### src/rtl/axi_lite_bus_arbiter_pkg.sv
// Shared types for the AXI-Lite bus arbiter: FSM states, grant owner, response codes.
package axi_lite_bus_arbiter_pkg;

    typedef enum logic [2:0] {
        ST_IDLE    = 3'd0,
        ST_RD_ADDR = 3'd1,
        ST_RD_DATA = 3'd2,
        ST_WR_ADDR = 3'd3,
        ST_WR_RESP = 3'd4,
        ST_DONE    = 3'd5
    } state_t;

    typedef enum logic {
        GNT_INST = 1'b0,
        GNT_DATA = 1'b1
    } grant_t;

    localparam logic [1:0] AXI_RESP_OKAY = 2'b00;

endpackage

### src/rtl/axi_lite_bus_arbiter.sv
// Shares one AXI-Lite master port between instruction fetch and the MEM stage.
// Each request becomes exactly one AXI-Lite transaction, completed by a one-cycle ack.
//
// Handshakes: every AXI channel transfers on a cycle where valid & ready are both
// high at the rising edge; a valid, once raised, stays high with stable payload until
// that transfer. The requester side holds req and its payload until its ack pulse.
module axi_lite_bus_arbiter
    import axi_lite_bus_arbiter_pkg::*;
#(
    parameter int ADDR_W     = 32,
    parameter int DATA_W     = 32,
    parameter bit DATA_FIRST = 1'b1
) (
    input  logic                clk,
    input  logic                rst,
    input  logic                inst_req_i,
    input  logic [ADDR_W-1:0]   inst_addr_i,
    output logic [DATA_W-1:0]   inst_rdata_o,
    output logic                inst_ack_o,
    input  logic                data_req_i,
    input  logic                data_we_i,
    input  logic [ADDR_W-1:0]   data_addr_i,
    input  logic [DATA_W-1:0]   data_wdata_i,
    input  logic [DATA_W/8-1:0] data_sel_i,
    output logic [DATA_W-1:0]   data_rdata_o,
    output logic                data_ack_o,
    output logic                if_stall_req_o,
    output logic                mem_stall_req_o,
    output logic                bus_err_o,
    output logic [ADDR_W-1:0]   m_araddr,
    output logic                m_arvalid,
    input  logic                m_arready,
    input  logic [DATA_W-1:0]   m_rdata,
    input  logic [1:0]          m_rresp,
    input  logic                m_rvalid,
    output logic                m_rready,
    output logic [ADDR_W-1:0]   m_awaddr,
    output logic                m_awvalid,
    input  logic                m_awready,
    output logic [DATA_W-1:0]   m_wdata,
    output logic [DATA_W/8-1:0] m_wstrb,
    output logic                m_wvalid,
    input  logic                m_wready,
    input  logic [1:0]          m_bresp,
    input  logic                m_bvalid,
    output logic                m_bready,
    output state_t              dbg_state_o,
    output grant_t              dbg_grant_o,
    output logic                dbg_starve_o
);

    localparam int STRB_W = DATA_W / 8;

    state_t              state_q, state_d;
    grant_t              grant_q, grant_d;
    logic                starve_q, starve_d;
    logic [ADDR_W-1:0]   araddr_q, araddr_d;
    logic                arvalid_q, arvalid_d;
    logic                rready_q, rready_d;
    logic [ADDR_W-1:0]   awaddr_q, awaddr_d;
    logic                awvalid_q, awvalid_d;
    logic [DATA_W-1:0]   wdata_q, wdata_d;
    logic [STRB_W-1:0]   wstrb_q, wstrb_d;
    logic                wvalid_q, wvalid_d;
    logic                bready_q, bready_d;
    logic [DATA_W-1:0]   inst_rdata_q, inst_rdata_d;
    logic [DATA_W-1:0]   data_rdata_q, data_rdata_d;
    logic                inst_ack_q, inst_ack_d;
    logic                data_ack_q, data_ack_d;
    logic                bus_err_q, bus_err_d;

    logic pick_data;
    logic contested;
    logic aw_done;
    logic w_done;

    // Next-state logic: arbitration, payload latching and AXI channel sequencing.
    always_comb begin
        state_d      = state_q;
        grant_d      = grant_q;
        starve_d     = starve_q;
        araddr_d     = araddr_q;
        arvalid_d    = arvalid_q;
        rready_d     = rready_q;
        awaddr_d     = awaddr_q;
        awvalid_d    = awvalid_q;
        wdata_d      = wdata_q;
        wstrb_d      = wstrb_q;
        wvalid_d     = wvalid_q;
        bready_d     = bready_q;
        inst_rdata_d = inst_rdata_q;
        data_rdata_d = data_rdata_q;
        inst_ack_d   = 1'b0;
        data_ack_d   = 1'b0;
        bus_err_d    = 1'b0;

        // The favoured side wins a contest unless the other side lost the previous one.
        contested = inst_req_i & data_req_i;
        pick_data = data_req_i & (~inst_req_i | (DATA_FIRST ? ~starve_q : starve_q));
        // A write address/data channel counts as done once its valid is gone or transfers now.
        aw_done   = ~awvalid_q | m_awready;
        w_done    = ~wvalid_q | m_wready;

        unique case (state_q)
            ST_IDLE: begin
                if (inst_req_i | data_req_i) begin
                    if (contested) begin
                        starve_d = ~starve_q;
                    end else if (pick_data != DATA_FIRST) begin
                        starve_d = 1'b0;
                    end
                    if (pick_data) begin
                        grant_d = GNT_DATA;
                        if (data_we_i) begin
                            awaddr_d  = data_addr_i;
                            wdata_d   = data_wdata_i;
                            wstrb_d   = data_sel_i;
                            awvalid_d = 1'b1;
                            wvalid_d  = 1'b1;
                            state_d   = ST_WR_ADDR;
                        end else begin
                            araddr_d  = data_addr_i;
                            arvalid_d = 1'b1;
                            state_d   = ST_RD_ADDR;
                        end
                    end else begin
                        grant_d   = GNT_INST;
                        araddr_d  = inst_addr_i;
                        arvalid_d = 1'b1;
                        state_d   = ST_RD_ADDR;
                    end
                end
            end
            ST_RD_ADDR: begin
                if (m_arready) begin
                    arvalid_d = 1'b0;
                    rready_d  = 1'b1;
                    state_d   = ST_RD_DATA;
                end
            end
            ST_RD_DATA: begin
                if (m_rvalid) begin
                    rready_d  = 1'b0;
                    bus_err_d = (m_rresp != AXI_RESP_OKAY);
                    if (grant_q == GNT_DATA) begin
                        data_rdata_d = m_rdata;
                        data_ack_d   = 1'b1;
                    end else begin
                        inst_rdata_d = m_rdata;
                        inst_ack_d   = 1'b1;
                    end
                    state_d = ST_DONE;
                end
            end
            ST_WR_ADDR: begin
                if (awvalid_q & m_awready) begin
                    awvalid_d = 1'b0;
                end
                if (wvalid_q & m_wready) begin
                    wvalid_d = 1'b0;
                end
                if (aw_done & w_done) begin
                    bready_d = 1'b1;
                    state_d  = ST_WR_RESP;
                end
            end
            ST_WR_RESP: begin
                if (m_bvalid) begin
                    bready_d   = 1'b0;
                    bus_err_d  = (m_bresp != AXI_RESP_OKAY);
                    data_ack_d = 1'b1;
                    state_d    = ST_DONE;
                end
            end
            ST_DONE: begin
                // Ack is visible this cycle; IDLE samples requests only from the next one.
                state_d = ST_IDLE;
            end
            default: begin
                state_d = ST_IDLE;
            end
        endcase
    end

    // State and registered outputs; reset aborts any transaction back to IDLE.
    always_ff @(posedge clk) begin
        if (rst) begin
            state_q      <= ST_IDLE;
            grant_q      <= GNT_INST;
            starve_q     <= 1'b0;
            araddr_q     <= '0;
            arvalid_q    <= 1'b0;
            rready_q     <= 1'b0;
            awaddr_q     <= '0;
            awvalid_q    <= 1'b0;
            wdata_q      <= '0;
            wstrb_q      <= '0;
            wvalid_q     <= 1'b0;
            bready_q     <= 1'b0;
            inst_rdata_q <= '0;
            data_rdata_q <= '0;
            inst_ack_q   <= 1'b0;
            data_ack_q   <= 1'b0;
            bus_err_q    <= 1'b0;
        end else begin
            state_q      <= state_d;
            grant_q      <= grant_d;
            starve_q     <= starve_d;
            araddr_q     <= araddr_d;
            arvalid_q    <= arvalid_d;
            rready_q     <= rready_d;
            awaddr_q     <= awaddr_d;
            awvalid_q    <= awvalid_d;
            wdata_q      <= wdata_d;
            wstrb_q      <= wstrb_d;
            wvalid_q     <= wvalid_d;
            bready_q     <= bready_d;
            inst_rdata_q <= inst_rdata_d;
            data_rdata_q <= data_rdata_d;
            inst_ack_q   <= inst_ack_d;
            data_ack_q   <= data_ack_d;
            bus_err_q    <= bus_err_d;
        end
    end

    assign inst_rdata_o    = inst_rdata_q;
    assign inst_ack_o      = inst_ack_q;
    assign data_rdata_o    = data_rdata_q;
    assign data_ack_o      = data_ack_q;
    assign bus_err_o       = bus_err_q;
    assign if_stall_req_o  = inst_req_i & ~inst_ack_q;
    assign mem_stall_req_o = data_req_i & ~data_ack_q;
    assign m_araddr        = araddr_q;
    assign m_arvalid       = arvalid_q;
    assign m_rready        = rready_q;
    assign m_awaddr        = awaddr_q;
    assign m_awvalid       = awvalid_q;
    assign m_wdata         = wdata_q;
    assign m_wstrb         = wstrb_q;
    assign m_wvalid        = wvalid_q;
    assign m_bready        = bready_q;
    assign dbg_state_o     = state_q;
    assign dbg_grant_o     = grant_q;
    assign dbg_starve_o    = starve_q;

endmodule

### config.mk
export PLATFORM = sky130hd
export DESIGN_NAME = axi_lite_bus_arbiter
export DESIGN_NICKNAME = d
export VERILOG_FILES = /design/src/rtl/axi_lite_bus_arbiter_pkg.sv /design/src/rtl/axi_lite_bus_arbiter.sv
export SDC_FILE = /design/constraint.sdc
export NUM_CORES = 1
export LEC_CHECK = 0
export ABC_AREA = 1
export BUFFER_PORTS_ARGS = -buffer_cell sky130_fd_sc_hd__clkbuf_2
export CORE_AREA = 2 2 128 130
export DETAILED_ROUTE_END_ITERATION = 8
export DIE_AREA = 0 0 130 132
export GPL_TIMING_DRIVEN = 0
export HOLD_SLACK_MARGIN = 0.1
export PLACE_DENSITY = 0.86
export SLEW_MARGIN = 20
export SYNTH_ARGS = -nofsm -noshare
export SYNTH_HDL_FRONTEND = slang
export SYNTH_SLANG_ARGS = --single-unit
### constraint.sdc
create_clock -name clk -period 2 [get_ports clk]
set_clock_uncertainty 0.05 [all_clocks]
set_input_delay 0.1 -clock clk [delete_from_list [all_inputs] [get_ports clk]]
set_output_delay 0.1 -clock clk [all_outputs]
set_load 0.03 [all_outputs]
==> summary.md, run 1 <==
| Metric | Value |
|---|---|
| Cell taking the most area after synthesis | dfxtp_1 |
| Final max-slew violation count | 0 |
| Drt via density | 5.290 |
| Drt pass-1 iters | 5 |
| Global Route Usage Sum | 0.3389 |
| TritonCTS clock tree | built |
| Worst path depth | 7 |
| Max cap viols | 0 |
| Met2 usage | 0.5762 |
| Area of the core | 15,710 um2 |
| Routed WL per cell | 18.26 um |
| Initial antenna violation count | 2 |
| Worst path max stage delay | 590 ps |
| CP startpoint | m_rresp[1] |
| Top-count cell post-synth | nor2_1 |
| Post-synthesis cell type count | 24 |
| DP HPWL | 17,820 um |
| DRT antenna net count | 0 |
| Minimum clock period | 1938 ps |
| Syn Nets | 1,048 |
| Synth top area share | 0.5304 |
| Gate Count Post-Synth | 902 |
| Syn Area/Cell | 7.406 um2 |
| Fmax | 0.5160 GHz |
| Post-synth top flop | dfxtp_1 |
| Critical Path RT | 2250 ps |
| Ports | 325 |
| CP Class | in -> reg |
| Hold Crit Start | data_we_i |
| Post-Place Setup Slack | -48.52 ps |
| CP Capture Type | register |
| Headroom to the max-slew limit | 0.5844 |
| Asr flop ratio synth | 0 |
| RSZ-0062 raised after global routing | no |
| Top cells by area, synth | dfxtp_1, nor2_1, o21ai_0 |
| Nets@finish | 1,535 |
| DR iter-0 viols | 620 |
| Top cell by count, worst path | dlygate4sd3_1 |
| Util after Layout | 0.6795 |
| Peak supply drop | 0.5837 mV |
| Hold Vio Cnt, Final | 0 |
| CTS Buf Count | 17 |
| Pleak | 0.005293 uW |
| R2R cell count | 9 |
| Startpoint types | input pin |
| Final setup fails | 0 |
| Die area | 17,160 um2 |
| Grt ovf | 0 |
| Longest Clk Path Bufs | 2 |
| Post-synthesis sequential area ratio | 0.5304 |
| Residual DRC count | 0 |
| Total power | 12,490 uW |
| CTS H-Tree Depth | 4 |
| Root Driver | clkbuf_16 |
| Post-synth EDFFs | 0 |
| Final worst setup slack | 62.17 ps |
| Initial core utilization | 0.4251 |
| First-pass GRT wire length | 45,040 um |
| Share of layout cells above drive strength 1 | 0.2879 |
| DIE HEIGHT | 132 um |
| Worst-margin pin slew | 623.4 ps |
| Grt met1 use | 0.3502 |
| Hold Crit Class | in -> reg |
| Hold Path Stages | 5 |
| Worst Path Buf+Inv | 4 |
| Pwr per Cell Area | 1170 nW/um2 |
| Yosys reg bits | 177 |
| Via count | 8,559 |
| Final worst-path cycle share | 0.9689 |
| Die Width | 130 um |
| Status | finished, final reports clean |
| CP delay by family, top | buffers and inverters |
| Area grow syn2layout | 59.82% |
| Synth Warn # | 0 |
| Hold_ws | 115.4 ps |
| Slowest-stage cell, CP | dlygate4sd3_1 |
| GR Util met3 | 0.1047 |
| Skew-Pair Late Insertion Delay | 420 ps |
| Post-Route WL | 29,550 um |
| Post-synthesis cell area | 6680 um2 |
| Cell Rows | 46 |
| GRT busiest layer | met2 |
| Crit-path cells | dlygate4sd3_1 > clkbuf_2 > nor2_1 > dlygate4sd3_1 > o22a_1 > dlygate4sd3_1 > nor2_1 |
| Reg-to-Reg Start | dbg_state_o[1]$_SDFFE_PP0P_ |
| GP Congestion | 0.9228 |
| Largest net degree at the start of global routing | 17 |
| Critical Path AT | 2190 ps |
| Port Buffers | 323 |
| Vias in the first global route | 8,709 |
| Commonest cells in the netlist | nor2_1, dfxtp_1, nand2_1 |
| Clk slew on worst S/H paths | 70 ps |
| Setup TNS | 0 ps |
| Max FO, Critical Path | 1 |
| Clock tree sinks | 177 |
[worst min-delay path, stage by stage]
cell      delay [ps]
clkbuf_2          90
nand2_2          120
a21oi_1           80
nor2_1           100
nor2_1            50
[placed cells by master, fill, tap and decap left out, types with 2 or more instances in the layout]
master | synthesis | routed
clkbuf_2 | 0 | 323
nor2_1 | 253 | 253
dfxtp_1 | 177 | 177
nand2_1 | 154 | 154
dlygate4sd3_1 | 0 | 143
o21ai_0 | 130 | 130
a21oi_1 | 60 | 59
clkbuf_1 | 27 | 27
inv_1 | 24 | 24
buf_2 | 21 | 21
clkbuf_16 | 0 | 17
o21ai_1 | 16 | 16
buf_4 | 9 | 11
nand3_1 | 9 | 9
inv_2 | 7 | 7
bufinv_16 | 0 | 5
inv_6 | 0 | 5
diode_2 | 0 | 2
nand2_2 | 2 | 2
nor2_4 | 2 | 2
nor3_1 | 2 | 2
[through the flow]
| step | cells | cell area [um2] |
|---|---|---|
| final | 1618 | 10680 |
| after global routing | 1618 | 10680 |
| after CTS | 1614 | 10650 |
| after detailed placement | 1441 | 8567 |
| after global placement | 1441 | 8567 |
| after floorplan | 902 | 6680 |
[report_power, final]
part | internal [uW] | switching [uW]
Sequential | 4130 | 401
Combinational | 1290 | 2950
Clock | 2240 | 1490
Total | 7660 | 4840
[flip-flops by register name, indices dropped and copies added (netlist names), 3 cells and up]
signal and cells:
data_rdata_o 32, inst_rdata_o 32, m_araddr 32, m_awaddr 32, m_wdata 32, m_wstrb 4, dbg_state_o 3
[metal layers]
metal	vias to the layer above	routed length (um)
met4	0	2066
li1	3858	-
met3	174	2841
met2	684	14280
met1	3843	10350
met5	-	0
[kinds of logic after synthesis]
group | after synthesis | share of synthesized area
AND/OR/NAND/NOR | 427 | 0.2514
AO/OA/AOI/OAI | 209 | 0.1581
flip-flops | 177 | 0.5304
buffers and inverters | 89 | 0.06012
[path summary, 6_finish.rpt]
kind | to | slack, ps
hold / removal | dbg_state_o[1]$_SDFFE_PP0P_ | 120
setup reg to reg | m_wdata[0]$_SDFFE_PP0P_ | 70
hold reg to reg | m_araddr[24]$_SDFFE_PP0P_ | 410
setup / recovery | bus_err_o$_SDFF_PP0_ | 60
[final cells by class]
type,instances,area [um2]
Clock inverter,13,221.5
Sequential cell,177,3543
Timing Repair Buffer,468,3063
Buffer,58,285.3
Inverter,31,116.4
Antenna cell,2,5.005
Fill cell,1143,5036
Clock buffer,17,425.4
Tap cell,216,270.3
Multi-Input combinational cell,636,2746
[repair_timing]
item	CTS	global route
hold endpoints to repair	172	0
buffers inserted	0	2
hold buffers	143	0
resized for setup	0	2
setup endpoints to repair	0	23
No activity file was read; power rests on OpenSTA's default activity.
==> run 2: changes to the inputs <==
SETUP_SLACK_MARGIN = 0.1   (was not set)
==> run 2 against run 1 <==
  * Via count grew 0.72%
  * Critical path depth grew 3
  * Clock power is essentially flat
  * Wire length grew 1.6%
  * Utilization grew 0.23 points
==> summary.md, run 2 (synthesis gave the netlist of run 1 again) <==
| Metric | Value |
|---|---|
| Status | finished, final reports clean |
| Clk slew on worst S/H paths | 70 ps |
| Clock tree sinks | 177 |
| Commonest cells after routing, fill and taps aside | clkbuf_2, nor2_1, dfxtp_1 |
| Post-Place Setup Slack | -48.52 ps |
| TritonCTS clock tree | built |
| Startpoint types | register |
| DP HPWL | 17,820 um |
| Share of layout cells above drive strength 1 | 0.2903 |
| Via count | 8,621 |
| DR iter-0 viols | 613 |
| First-pass GRT wire length | 45,760 um |
| GP Congestion | 0.9228 |
| Cell Int Power | 7667 uW |
| GRT busiest layer | met2 |
| Non-Filler Instances | 1,620 |
| Die area | 17,160 um2 |
| Hold Path Stages | 5 |
| Final setup fails | 0 |
| CP Capture Type | register |
| DRT antenna net count | 0 |
| Max FO, Critical Path | 10 |
| Crit-path cells | buf_6 > inv_2 > nand2_4 > nor2_8 > nand2_2 > nor2_4 > inv_4 > clkbuf_4 > nor2_1 > nor2_1 |
| Clk pwr share | 0.297 |
| RSZ-0062 raised after global routing | yes |
| Top cell by count, worst path | nor2_1 |
| Worst-margin pin slew | 618.6 ps |
| Grt met1 use | 0.3593 |
| Skew-Pair Late Insertion Delay | 420 ps |
| Hold Path End | dbg_state_o[1]$_SDFFE_PP0P_ |
| Die Width | 130 um |
| Fillers | 1,125 |
| R2r setup slk | 110 ps |
| Critical Path AT | 2160 ps |
| Cell Rows | 46 |
| Routed WL per cell | 18.53 um |
| Initial antenna violation count | 2 |
| Reg-to-Reg Start | dbg_state_o[2]$_SDFFE_PP0P_ |
| Slowest-stage cell, CP | dfxtp_1 |
| Critical Path RT | 2270 ps |
| Pleak | 0.005310 uW |
| Post-Route WL | 30,010 um |
| Sw power | 4846 uW |
| Grt ovf | 0 |
| CP Class | reg -> reg |
| Global Route Usage Sum | 0.3437 |
| Longest Clk Path Bufs | 2 |
| Largest net degree at the start of global routing | 17 |
| Initial core utilization | 0.4251 |
| Headroom to the max-slew limit | 0.5876 |
| Worst Path Buf+Inv | 4 |
| Worst path max stage delay | 320 ps |
| R2R cell count | 10 |
| DIE HEIGHT | 132 um |
| CTS Buf Count | 17 |
| Final worst-path cycle share | 0.9469 |
| Drt via density | 5.322 |
| Residual DRC count | 0 |
| Final worst setup slack | 106.2 ps |
| Port Buffers | 323 |
| Area grow syn2layout | 60.37% |
| Met2 usage | 0.5867 |
| GR Util met3 | 0.09943 |
| Peak supply drop | 0.5843 mV |
| CTS H-Tree Depth | 4 |
| Dpl cell area | 8567 um2 |
| Ports | 325 |
| Hold Crit Start | data_we_i |
| Post-route cell area | 10,710 um2 |
| Gate power share | 0.340 |
| Cell total after placement | 1,441 |
| Nets@finish | 1,537 |
| Area of the core | 15,710 um2 |
| Commonest non-fill, non-tap cell in the layout | clkbuf_2 |
| Drt pass-1 iters | 5 |
| Hold Vio Cnt, Final | 0 |
| Minimum clock period | 1894 ps |
| Vias in the first global route | 8,751 |
| Max cap viols | 0 |
| Worst r2r dst | m_wdata[6]$_SDFFE_PP0P_ |
| Setup TNS | 0 ps |
| Sw Ratio | 0.3873 |
| Pwr per Cell Area | 1168 nW/um2 |
| Fmax | 0.5280 GHz |
| Final max-slew violation count | 0 |
| Hold Crit Class | in -> reg |
| Root Driver | clkbuf_16 |
| Sequential power share | 0.363 |
| CP delay by family, top | simple AND/OR/NAND/NOR gates |
[run 2: cell types whose count changed in the layout (fill, tap and decap cells not counted), sizes merged]
cell	change
buf	-2
clkbuf	+3
dlygate4sd3	+1
[run 2: worst max-delay path by stage]
stage / startpoint / to / slack [ps] / cells after the start
finish: dbg_state_o[2]$_SDFFE_PP0P_ / m_wdata[6]$_SDFFE_PP0P_ / 110 / 10
CTS: inst_req_i / m_wdata[0]$_SDFFE_PP0P_ / 120 / 9
global placement: rst / m_wstrb[1]$_SDFFE_PP0P_ / 3 / 6
global route: dbg_state_o[2]$_SDFFE_PP0P_ / m_wdata[6]$_SDFFE_PP0P_ / 50 / 10
detailed placement: rst / m_wdata[15]$_SDFFE_PP0P_ / -50 / 6
floorplan: dbg_state_o[1]$_SDFFE_PP0P_ / inst_rdata_o[10]$_SDFFE_PP0P_ / 390 / 8
[run 2: tightest hold or removal path, stage by stage]
cell and delay, ps:
clkbuf_2 90, nand2_2 120, a21oi_1 80, nor2_1 100, nor2_1 60
[run 2: area by class of cell]
| cell class | count | area [um2] | share of cell area |
|---|---|---|---|
| flip-flops and latches | 177 | 3545 | 0.3309 |
| repair buffers | 470 | 3080 | 0.2875 |
| multi-input cells | 636 | 2750 | 0.2567 |
| clock buffers | 17 | 425.4 | 0.03971 |
| plain buffers | 58 | 296.5 | 0.02768 |
| well taps | 216 | 270.3 | 0.02523 |
| clock inverters | 13 | 221.5 | 0.02067 |
| inverters | 31 | 118.9 | 0.01110 |
| diodes | 2 | 5.005 | 0.0004672 |
[run 2: power by group through the flow]
stage | sequential (uW) | clock (uW) | combinational [uW]
final | 4540 | 3720 | 4260
after detailed placement | 4540 | 0 | 3830
after floorplan | 5690 | 0 | 1410
after global placement | 4520 | 0 | 3780
after global routing | 4580 | 3900 | 4540
after CTS | 4470 | 3740 | 4070
[run 2: metrics by stage]
| step | hold slack [ps] | utilization | total power (uW) |
|---|---|---|---|
| floorplan | 184.9 | - | 7102 |
| global placement | 272.5 | 0.5452 | 8300 |
| detailed placement | 278.9 | 0.5452 | 8372 |
| CTS | 103.2 | 0.6781 | 12290 |
| global route | 117.6 | 0.6818 | 13010 |
| finish | 103.4 | 0.6818 | 12510 |
[run 2: layer usage]
metal | vias to the layer above | routed length [um]
li1 | 3860 | -
met2 | 679 | 14560
met1 | 3907 | 10260
met3 | 175 | 3083
met4 | 0 | 2112
met5 | - | 0
[run 2: timing repair]
action                                  4_1_cts  5_1_grt
hold endpoints to repair                    172        0
endpoints found under the setup margin        0       67
buffers inserted                              0        3
hold buffers                                144        0
resized for setup                             0       12
==> run 3: changes to the inputs <==
==> constraint.sdc (replaced) <==
create_clock -name clk -period 2 [get_ports clk]
set_clock_uncertainty 0.05 [all_clocks]
set_input_delay 0.5 -clock clk [delete_from_list [all_inputs] [get_ports clk]]
set_output_delay 0.5 -clock clk [all_outputs]
set_load 0.03 [all_outputs]
==> run 3 against run 2 <==
  * Clock power is essentially flat
  * Via count shrank 17%
  * Utilization shrank 9.4 points
  * Highest routed layer unchanged
  * Largest cell class unchanged
  * Sequential power shrank 1%
==> summary.md, run 3 (synthesis gave the netlist of run 1 again) <==
| Metric | Value |
|---|---|
| Via count | 7,161 |
| Final worst-path cycle share | 0.9210 |
| Skew-Pair Late Insertion Delay | 420 ps |
| CTS Hold Buffers Added | 0 |
| Die area | 17,160 um2 |
| Sw power | 4552 uW |
| Dpl cell area | 8567 um2 |
| Ant diodes | 0 |
| Final max-slew violation count | 0 |
| Residual DRC count | 0 |
| Global Route Usage Sum | 0.2617 |
| CTS H-Tree Depth | 4 |
| R2r setup slk | 160 ps |
| Post-route cell area | 9241 um2 |
| Drt pass-1 iters | 6 |
| Sequential power share | 0.373 |
| Max cap viols | 0 |
| Area of the core | 15,710 um2 |
| Minimum clock period | 1842 ps |
| Status | finished, final reports clean |
| Longest Clk Path Bufs | 2 |
| Startpoint types | register |
| GP Congestion | 0.9228 |
| Cell Rows | 46 |
| Worst-margin pin slew | 606.2 ps |
| Area grow syn2layout | 38.34% |
| First-pass GRT wire length | 34,730 um |
| CP Capture Type | register |
| Peak supply drop | 0.5697 mV |
| Hold Crit Class | in -> reg |
| Hold Path Stages | 3 |
| DRT antenna net count | 0 |
| Vias in the first global route | 6,804 |
| Sw Ratio | 0.3789 |
| Util after Layout | 0.5882 |
| Clk slew on worst S/H paths | 70 ps |
| R2R cell count | 9 |
| Share of layout cells above drive strength 1 | 0.3214 |
| Root Driver | clkbuf_16 |
| Port Buffers | 323 |
| Clk pwr share | 0.308 |
| Ports | 325 |
| Drt via density | 4.862 |
| DR iter-0 viols | 296 |
| DP HPWL | 17,820 um |
| Critical Path RT | 2270 ps |
| Initial core utilization | 0.4251 |
| Largest net degree at the start of global routing | 17 |
| Die Width | 130 um |
| Nets@finish | 1,392 |
| Headroom to the max-slew limit | 0.5958 |
| Grt ovf | 0 |
| Critical Path AT | 2110 ps |
| Initial antenna violation count | 0 |
| CTS Buf Count | 17 |
| DIE HEIGHT | 132 um |
| Fillers | 1,440 |
| Clock tree sinks | 177 |
| Commonest non-fill, non-tap cell in the layout | clkbuf_2 |
| Commonest cells after routing, fill and taps aside | clkbuf_2, nor2_1, dfxtp_1 |
| CP Class | reg -> reg |
| Pleak | 0.004692 uW |
| Pwr per Cell Area | 1300 nW/um2 |
| RSZ-0062 raised after global routing | yes |
| Cell Int Power | 7462 uW |
| TritonCTS clock tree | built |
| Post-Route WL | 22,650 um |
| Hold Vio Cnt, Final | 0 |
| Max FO, Critical Path | 10 |
| Routed WL per cell | 15.38 um |
| Gate power share | 0.319 |
| Final setup fails | 0 |
| Fmax | 0.5429 GHz |
[run 3: changes by cell type in the layout (fill, tap and decap cells not counted), sizes merged]
| cell | change |
|---|---|
| inv | -1 |
| buf | +2 |
| dlygate4sd3 | -144 |
| diode | -2 |
| clkbuf | -3 |
| clkinvlp | +1 |
[run 3: final timing paths]
path | start | end
setup / recovery | dbg_state_o[1]$_SDFFE_PP0P_ | m_wdata[0]$_SDFFE_PP0P_
hold / removal | data_wdata_i[2] | m_wdata[2]$_SDFFE_PP0P_
setup reg to reg | dbg_state_o[1]$_SDFFE_PP0P_ | m_wdata[0]$_SDFFE_PP0P_
hold reg to reg | m_araddr[24]$_SDFFE_PP0P_ | m_araddr[24]$_SDFFE_PP0P_
[run 3: power by group through the flow]
stage                     Sequential, uW  Clock (uW)  Combinational, uW
final                               4480        3700               3840
after global routing                4540        3900               4160
after CTS                           4470        3740               3850
after detailed placement            4540           0               3830
after floorplan                     5690           0               1410
after global placement              4520           0               3780
[run 3: layer usage]
layer | vias up | wire length, um | track usage
li1 | 3575 | - | -
met5 | - | 0 | 0
met4 | 0 | 634 | 0.1063
met3 | 43 | 1671 | 0.07914
met2 | 285 | 11450 | 0.4628
met1 | 3258 | 8895 | 0.2891
[run 3: area by class of cell]
class | instances | area (um2) | share of cell area
Buffer | 58 | 286.5 | 0.03100
Clock buffer | 17 | 425.4 | 0.04603
Clock inverter | 13 | 221.5 | 0.02396
Inverter | 31 | 120.1 | 0.01300
Multi-Input combinational cell | 636 | 2743 | 0.2968
Sequential cell | 177 | 3543 | 0.3834
Tap cell | 216 | 270.3 | 0.02924
Timing Repair Buffer | 325 | 1632 | 0.1765
[run 3: worst max-delay path, stage by stage (launching register included)]
cell and delay, ps:
dfxtp_1 390, inv_2 130, nand2_4 90, nor2_8 120, nand2_2 100, nor2_4 230, inv_2 160, buf_2 220
nor2_1 180, nor2_1 70
[run 3: per-stage QoR]
stage / hold WS (ps) / instances / setup TNS (ps) / setup WS (ps) / total power (uW)
floorplan: 538.3 / 902 / 0 / 389.7 / 7102
global placement: 401.1 / 1441 / -19600 / -396.8 / 8300
detailed placement: 405.3 / 1441 / -21180 / -448.5 / 8372
CTS: 223.1 / 1472 / 0 / 139.7 / 12060
global route: 228.3 / 1473 / 0 / 87.95 / 12600
finish: 235.2 / 1473 / 0 / 158.0 / 12010
[run 3: repair_timing]
item / in CTS / in global routing
endpoints found under the setup margin: 22 / 23
gates resized for setup: 1 / 3
setup buffers: 1 / 1
pin swaps: 0 / 1
